===== config.mk =====
export PLATFORM = sky130hd
export DESIGN_NAME = piso_serializer
export DESIGN_NICKNAME = d
export VERILOG_FILES = /design/src/rtl/piso_serializer.sv
export SDC_FILE = /design/constraint.sdc
export NUM_CORES = 1
export LEC_CHECK = 0
export ABC_AREA = 1
export CELL_PAD_IN_SITES_DETAIL_PLACEMENT = 1
export CELL_PAD_IN_SITES_GLOBAL_PLACEMENT = 2
export CORE_MARGIN = 5
export CORE_UTILIZATION = 31
export CTS_CLUSTER_SIZE = 28
export DETAILED_ROUTE_END_ITERATION = 8
export PLACE_DENSITY_LB_ADDON = 0.2
export SYNTH_ARGS = -nofsm -noshare
export SYNTH_HDL_FRONTEND = slang
export SYNTH_SLANG_ARGS = --single-unit

===== constraint.sdc =====
create_clock -name clk -period 1.7 [get_ports clk]
set_clock_uncertainty 0.05 [all_clocks]
set_input_delay 0.255 -clock clk [delete_from_list [all_inputs] [get_ports clk]]
set_output_delay 0.255 -clock clk [all_outputs]
set_load 0.01 [all_outputs]

===== src/rtl/piso_serializer.sv =====
// Parallel-in/serial-out word serializer, MSB first, driving a downstream shift register's d/en pins.
// Latency: first strobe the cycle after the load handshake; done one cycle after the last strobe.
// Backpressure: load_ready is low while a word is in flight. Define SER_PARITY_EN to append an even-parity strobe.
module piso_serializer #(
  parameter int MSB = 16
) (
  input  logic           clk,
  input  logic           rstn,
  input  logic           load_valid,
  input  logic [MSB-1:0] load_data,
  output logic           load_ready,
  output logic           d,
  output logic           en,
  output logic           busy,
  output logic           done
);

  localparam int CW = $clog2(MSB) + 1;
  localparam int IW = $clog2(MSB);

`ifdef SER_PARITY_EN
  typedef enum logic [1:0] {IDLE, SHIFT, PAR} state_t;
`else
  typedef enum logic [0:0] {IDLE, SHIFT} state_t;
`endif

  state_t         state;
  logic [MSB-1:0] hold;
  logic [CW-1:0]  cnt;
  logic [IW-1:0]  bidx;

  assign load_ready = (state == IDLE);

  // cnt strobes already issued; the next bit out is word[MSB-1-cnt]
  assign bidx = IW'(MSB - 1) - cnt[IW-1:0];

  always_ff @(posedge clk or posedge rstn) begin
    if (rstn) begin
      state <= IDLE;
      hold  <= '0;
      cnt   <= '0;
      d     <= 1'b0;
      en    <= 1'b0;
      busy  <= 1'b0;
      done  <= 1'b0;
    end else begin
      done <= 1'b0;
      case (state)
        IDLE: begin
          if (load_valid) begin
            hold  <= load_data;
            d     <= load_data[MSB-1];
            en    <= 1'b1;
            busy  <= 1'b1;
            cnt   <= CW'(1);
            state <= SHIFT;
          end
        end
        SHIFT: begin
          if (cnt == CW'(MSB)) begin
            cnt <= '0;
`ifdef SER_PARITY_EN
            d     <= ^hold;
            state <= PAR;
`else
            d     <= 1'b0;
            en    <= 1'b0;
            busy  <= 1'b0;
            done  <= 1'b1;
            state <= IDLE;
`endif
          end else begin
            d   <= hold[bidx];
            cnt <= cnt + CW'(1);
          end
        end
`ifdef SER_PARITY_EN
        PAR: begin
          d     <= 1'b0;
          en    <= 1'b0;
          busy  <= 1'b0;
          done  <= 1'b1;
          state <= IDLE;
        end
`endif
        default: state <= IDLE;
      endcase
    end
  end

endmodule


== After elaboration in Yosys (flattened, before gate mapping) ==
Cells that the tools add are included.

* Add/sub/neg operators: 2
* $lt $le $gt $ge: 1
* Equal/unequal tests: 3
* Multiplexer cells: 16
* Bitwise operators: 1
* Reductions and logical operators: 2

{| class="wikitable"
|+ Operator list
! kind !! number
|-
| 2-to-1 mux 5 bit || 2
|-
| case mux 5 bit (2 select lines) || 1
|-
| 2-to-1 mux 1 bit || 9
|-
| case mux 1 bit (2 select lines) || 3
|-
| adder 5 x 1 -> 5 bit, second input constant || 1
|-
| equality test 5 bit, second input constant || 1
|-
| less-than comparator 4 x 5 -> 1 bit, second input constant || 1
|-
| binary-select mux 1 bit (select 4 bit) || 1
|-
| AND reduction 2 bit || 2
|-
| subtractor 4 bit, first input constant || 1
|-
| inequality test 2 x 1 -> 1 bit, second input constant || 1
|-
| inequality test 2 bit, second input constant || 1
|-
| inverter 1 bit || 1
|}

* Register bits: 25
* Input bits: 19
* Output and inout port bits: 5
* Logic and storage cells: 31

== Logic depth before layout (Yosys ltp) ==
Gate-level depths: netlist of the first run.

* Depth after elaboration: 5
* Gate-level depth with buffers: 10
* Mapped depth without buffers: 9

== Least setup slack after synthesis of the first run ==
OpenSTA, ideal clock, no wires.

* Kind: flip-flop to flip-flop
* Start: register cnt[0]
* End: register cnt[0]
* Setup time: 0.129 ns
* Arrival time: 1.099 ns
* Required time: 1.521 ns
* Slack: 0.422 ns
* Cell stages (with the launch flop): 8
* Path buffers: 0
* Period minus slack after synthesis: 1.278 ns
* Path through: dfrtp_1 inv_2 ha_1 nand2_1 nor3_1 nor2_1 inv_1 o21ai_0

* Longest elaborated chain between the ends: 3
* Elaborated cells on any way between the ends: 4
* Classes of those cells: add/sub (1); eq/ne (1); mux (2)

{| class="wikitable"
|+ RTL lines
! what !! line !! RTL
|-
| start, declared || 29 || <nowiki>logic [CW-1:0] cnt;</nowiki>
|-
| start signal, assigned || 74 || <nowiki>cnt <= cnt + CW'(1);</nowiki>
|-
| adder 5 x 1 -> 5 bit / equality test 5 bit (equally long branches) || 74, 60 ||
|-
| 2-to-1 mux 5 bit (*) || 60 || <nowiki>if (cnt == CW'(MSB)) begin</nowiki>
|-
| case mux 5 bit (2 select lines) (*) || 48 || <nowiki>case (state)</nowiki>
|}

Mark *: on every way between the ends. The rest lies on a longest branch, timed or not.
A chain may end at the register's enable or synchronous reset.

== Worst setup path after layout of the first run ==
* Start: register state
* End: output port load_ready

* Longest elaborated chain between the ends: 1

{| class="wikitable"
|+ RTL lines
! what !! line !! RTL
|-
| start, declared || 27 || <nowiki>state_t state;</nowiki>
|-
| start signal, assigned || 39 || <nowiki>state <= IDLE;</nowiki>
|-
| start signal, assigned || 56 || <nowiki>state <= SHIFT;</nowiki>
|-
| start signal, assigned || 70 || <nowiki>state <= IDLE;</nowiki>
|-
| inverter 1 bit || - ||
|-
| end, declared || 11 || <nowiki>output logic load_ready,</nowiki>
|}

Every way passes these cells.

==> results of run 1 <==
layout make-up:
type | instances | area (um2)
tap | 48 | 60.1
clock buffer | 3 | 41.3
clock inverter | 1 | 5.00
timing repair buffer | 28 | 268
sequential | 25 | 626
fill | 459 | 2190
inverter | 11 | 41.3
multi-input combinational | 79 | 515
registers in the layout, summed over array words and instances, names as in the netlist:
signal	cells
busy	1
state	1
cnt	5
d	1
done	1
hold	16
timing repair:
item	CTS	global route
endpoints found under the setup margin	1	0
buffers inserted	1	0
hold endpoints to repair	0	0
hold buffers	0	0
cell usage after synthesis:
cell type and number:
mux2_2 8, inv_2 2, buf_4 1, ha_1 2, dfrtp_1 25, nand2_4 1
buf_6 3, mux2_4 8, a21oi_1 2, nor2_1 5, nor3_1 1, o22ai_1 2
nand3_1 12, xnor2_1 1, inv_1 9, o21ai_0 4, xor2_1 2, nand2_1 31
worst max path at each step:
| stage | to | slack (ns) | cells after the start |
|---|---|---|---|
| after floorplan | cnt[0]$_DFFE_PP0P_ | 0.42 | 7 |
| after global placement | hold[9]$_DFFE_PP0P_ | 0.15 | 3 |
| after detailed placement | hold[1]$_DFFE_PP0P_ | 0.13 | 3 |
| after CTS | load_ready | 0.07 | 2 |
| after global routing | cnt[0]$_DFFE_PP0P_ | 0.03 | 7 |
| final | load_ready | 0.08 | 2 |
metal layers:
layer / wire [um] / track usage (%) / vias to the layer above / share of wire (%)
met5: 0 / 0 / - / 0
met4: 9 / 3.07 / 0 / 0.35
met3: 101 / 2.48 / 2 / 3.9
met2: 1270 / 18.0 / 13 / 49
met1: 1190 / 13.7 / 436 / 46
li1: - / - / 444 / -
critical path: cells and delay by family (launching register included):
kind | cells | cell delay [ns]
buf+inv | 2 | 0.61
flops | 1 | 0.44
layout by cell type (no fill, tap or decap), drive strengths merged, types with 2 or more instances in the layout:
cell            n
nor2            5
mux2           16
nand3          12
xor2            2
clkbuf          3
clkdlybuf4s50  23
ha              2
dfrtp          25
o21ai           4
nand2          32
o22ai           2
inv            11
buf             5
a21oi           2
per-stage QoR:
stage                     cells  total power (uW)  area [um2]  worst slack, ns
after global placement      190              2160        1500            0.148
after floorplan             119              1880        1220            0.422
after detailed placement    190              2200        1500            0.132
after global routing        195              2750        1560           0.0262
after CTS                   195              2590        1560           0.0725
final                       195              2520        1560           0.0840
cells by family after synthesis:
kind of cell               after synthesis  share of synthesized area, %
AOI/OAI and AO/OA                        8                          3.48
xor gates and xnor gates                 3                          2.15
adders and majority gates                2                          2.04
buffers and inverters                   15                          6.75
DFF                                     25                          51.1
muxes                                   16                          17.2
and+or+nand+nor                         50                          17.3
where the power goes:
part	leakage [uW]	total, uW	switching, uW	internal [uW]
combinational	0.000435	1080	492	593
clock	0.0000255	351	187	164
sequential	0.000297	1090	216	873
total	0.000757	2520	895	1630
==> flow_metrics.tcl, run 1 <==
set metrics [dict create \
    fin_crit_sh_pct 95.1 \
    vias 895 \
    critPathLaunchType "flip-flop" \
    io_buffers 23 \
    dr.first_iter.drc_count 20 \
    antenna_found_initial 0 \
    ir_worst_vdd_mv 0.426 \
    worstMarginPinSlew_ns 0.335 \
    clock-sinks 25 \
    grt_first_pass_wirelength_um 4520 \
    cpPeakStageDelay_ns 0.53 \
    dieArea_um2 5300 \
    hpwl_um 1920 \
    end_kind "primary output" \
    cts-root-buf "clkbuf_8" \
    ys_top_cells_by_area "dfrtp_1, mux2_4, nand2_1" \
    syn_area_per_cell_um2 10.3 \
    synthCells 119 \
    initial_core_util_pct 32.7 \
    post-route-util_pct 41.6 \
    path_cells "inv_2 -> clkdlybuf4s50_1" \
    synth-seq-cells 25 \
    cts_tree "done" \
    slew_headroom_pct 77.7 \
    cp.arrival_ns 1.31 \
    crit_path_top_delay_cell "clkdlybuf4s50_1" \
    vias_per_cell 4.59 \
    rows 22 \
    r2r_slack_ns 0.24 \
    fin_tns_setup_ns 0 \
    critPathKind "reg2out" \
    clkSlewWorstSetupHoldPaths_ns 0.09 \
    grt_max_degree 26 \
    finalWirelength_um 2570 \
    slew_violations 0 \
    drive_gt1_share_pct 19.0 \
    layout_min_cycle_time_ns 1.62 \
    status "completed" \
    drcViolationCount 0 \
    yosys.area.top_type_share_pct 51.1 \
    area_growth_pct 27.2 \
    synth_area_um2 1220 \
    p_per_area_nw_per_um2 1620 \
    r2r_end "cnt[0]$_DFFE_PP0P_" \
    reg2regPathDepth 7 \
    final_nets 169 \
    worst_skew_pair.late_latency_ns 0.27 \
    leakage_uw 0.000757 \
    routabilityCongestion 0.761 \
    die_w_um 72.8 \
    first_pass_iters 3 \
    r2r-start "cnt[0]$_DFFE_PP0P_" \
    syn_nets 140 \
    critPathRequiredTime_ns 1.39 \
    cts-htree-levels 1 \
    die_h_um 72.8 \
    yosys_warnings 0 \
    grtUsageTotal_pct 10.7 \
    hold_violations 0 \
    cts_buffers 3 \
    ys_types 18 \
    overflow 0 \
    routedWlPerCell_um 13.2 \
    rsz0062_at_grt "false" \
    grt_pass1_vias 958 \
    fmax_mhz 619 \
    fp.coreArea_um2 3740 \
    hp-class "in2async" \
    synth.largest_area_cell "dfrtp_1" \
    diodes 0 \
    cp_max_fo 4 \
    cap_violations 0 \
    ys_seq_area_share_pct 51.1 \
    whs_ns 0.288 \
    setup.worst_path.start "state$_DFF_PP0_" \
    io_pins 24 \
    clockBufferDepth 2 \
    cts_resized 0 \
    ant_nets 0 \
    finalSetupViolations 0 \
]
Power figures use the tool's default switching activity.
==> run 2, diff against run 1 <==
--- a/config.mk
+++ b/config.mk
@@ -6,9 +6,9 @@
 export NUM_CORES = 1
 export LEC_CHECK = 0
 export ABC_AREA = 1
+export CAP_MARGIN = 0
 export CELL_PAD_IN_SITES_DETAIL_PLACEMENT = 1
 export CELL_PAD_IN_SITES_GLOBAL_PLACEMENT = 2
-export CORE_MARGIN = 5
 export CORE_UTILIZATION = 31
 export CTS_CLUSTER_SIZE = 28
 export DETAILED_ROUTE_END_ITERATION = 8
==> flow_metrics.tcl, run 2 (synthesis gave the netlist of run 1 again) <==
set metrics [dict create \
    status "completed" \
    ir_worst_vdd_mv 0.546 \
    fin_crit_sh_pct 95.3 \
    routedWlPerCell_um 12.9 \
    critPathRequiredTime_ns 1.39 \
    hold_violations 0 \
    vias 905 \
    die_h_um 64.8 \
    clockBufferDepth 2 \
    vias_per_cell 4.64 \
    cts_hold_buffers 0 \
    cp_max_fo 4 \
    finalWirelength_um 2520 \
    leakage_uw 0.000757 \
    grt_max_degree 26 \
    critPathKind "reg2out" \
    drive_gt1_share_pct 19.0 \
    drcViolationCount 0 \
    final_common_cell "nand2_1" \
    fin_tns_setup_ns 0 \
    final_cell_mix "nand2_1, dfrtp_1, clkdlybuf4s50_1" \
    cts_tree "done" \
    largest_reg_flops 16 \
    antenna_found_initial 0 \
    fillers 438 \
    top_register "hold" \
    worst_skew_pair.late_latency_ns 0.27 \
    hpwl_um 1880 \
    whs_ns 0.278 \
    finalSetupViolations 0 \
    rows 22 \
    rsz0062_at_grt "false" \
    hp-class "in2async" \
    diodes 0 \
    clkSlewWorstSetupHoldPaths_ns 0.09 \
    cap_violations 0 \
    setup.worst_path.start "state$_DFF_PP0_" \
    fp.coreArea_um2 3720 \
    die_w_um 64.8 \
    ant_nets 0 \
    dieArea_um2 4200 \
    routabilityCongestion 0.738 \
    overflow 0 \
    slew_violations 0 \
    initial_core_util_pct 32.9 \
    cp.arrival_ns 1.31 \
    fmax_mhz 618 \
    post-route-util_pct 41.9 \
    r2r_slack_ns 0.25 \
    end_kind "primary output" \
    final_nets 169 \
    io_buffers 23 \
    cts-root-buf "clkbuf_8" \
    area_growth_pct 27.2 \
    p_per_area_nw_per_um2 1630 \
    dr.first_iter.drc_count 50 \
    grtUsageTotal_pct 13.9 \
    cts_buffers 3 \
    first_pass_iters 3 \
    cts-htree-levels 1 \
    io_pins 24 \
    worstMarginPinSlew_ns 0.332 \
    layout_min_cycle_time_ns 1.62 \
    clock-sinks 25 \
    slew_headroom_pct 77.9 \
    r2r-start "cnt[0]$_DFFE_PP0P_" \
    critPathLaunchType "flip-flop" \
    grt_pass1_vias 946 \
    cts_resized 0 \
    reg2regPathDepth 7 \
    r2r_end "cnt[0]$_DFFE_PP0P_" \
    grt_first_pass_wirelength_um 4400 \
    reg_top3 "hold x16, cnt x5" \
]
## run 2: metrics by stage
step	instances	power [uW]	cell area (um2)	setup slack, ns
after floorplan	119	1880	1220	0.422
after global routing	195	2750	1560	0.0325
after global placement	190	2170	1500	0.145
after detailed placement	190	2210	1500	0.123
final	195	2540	1560	0.0807
after CTS	195	2580	1560	0.0816
## run 2: final cells by class
cell class                 instances  area, um2  share of cell area [%]
clock buffer                       3       41.3                    2.65
clock inverter                     1       5.00                   0.322
inverter                          11       41.3                    2.65
multi-input combinational         79        515                    33.1
sequential                        25        626                    40.2
tap                               48       60.1                    3.86
timing repair buffer              28        268                    17.2
## run 2: what timing repair did
item,CTS,global route
hold endpoints to repair,0,0
setup buffers,1,0
setup endpoints to repair,1,0
## run 2: how the worst max path moves through the flow
stage | cells after the start | end | slack [ns]
after floorplan | 7 | cnt[0]$_DFFE_PP0P_ | 0.42
after global routing | 2 | load_ready | 0.03
after CTS | 2 | load_ready | 0.08
after detailed placement | 3 | hold[0]$_DFFE_PP0P_ | 0.12
final | 2 | load_ready | 0.08
after global placement | 3 | hold[0]$_DFFE_PP0P_ | 0.15
## run 2: power by group
part / switching, uW / internal (uW) / total (uW)
logic: 497 / 595 / 1090
registers: 219 / 873 / 1090
clock network: 189 / 164 / 353
## run 2: worst max-delay path, stage by stage, from the launching register on
cell and delay [ns]:
dfrtp_1 0.44, inv_2 0.08, clkdlybuf4s50_1 0.53
## run 2: per-layer routing
layer	vias up	share of wire, %	wire [um]	track usage [%]
li1	440	-	-	-
met1	446	45	1140	17.4
met2	14	50	1260	22.8
met3	5	2.8	70	2.82
met4	0	1.9	47	6.39
met5	-	0	0	0
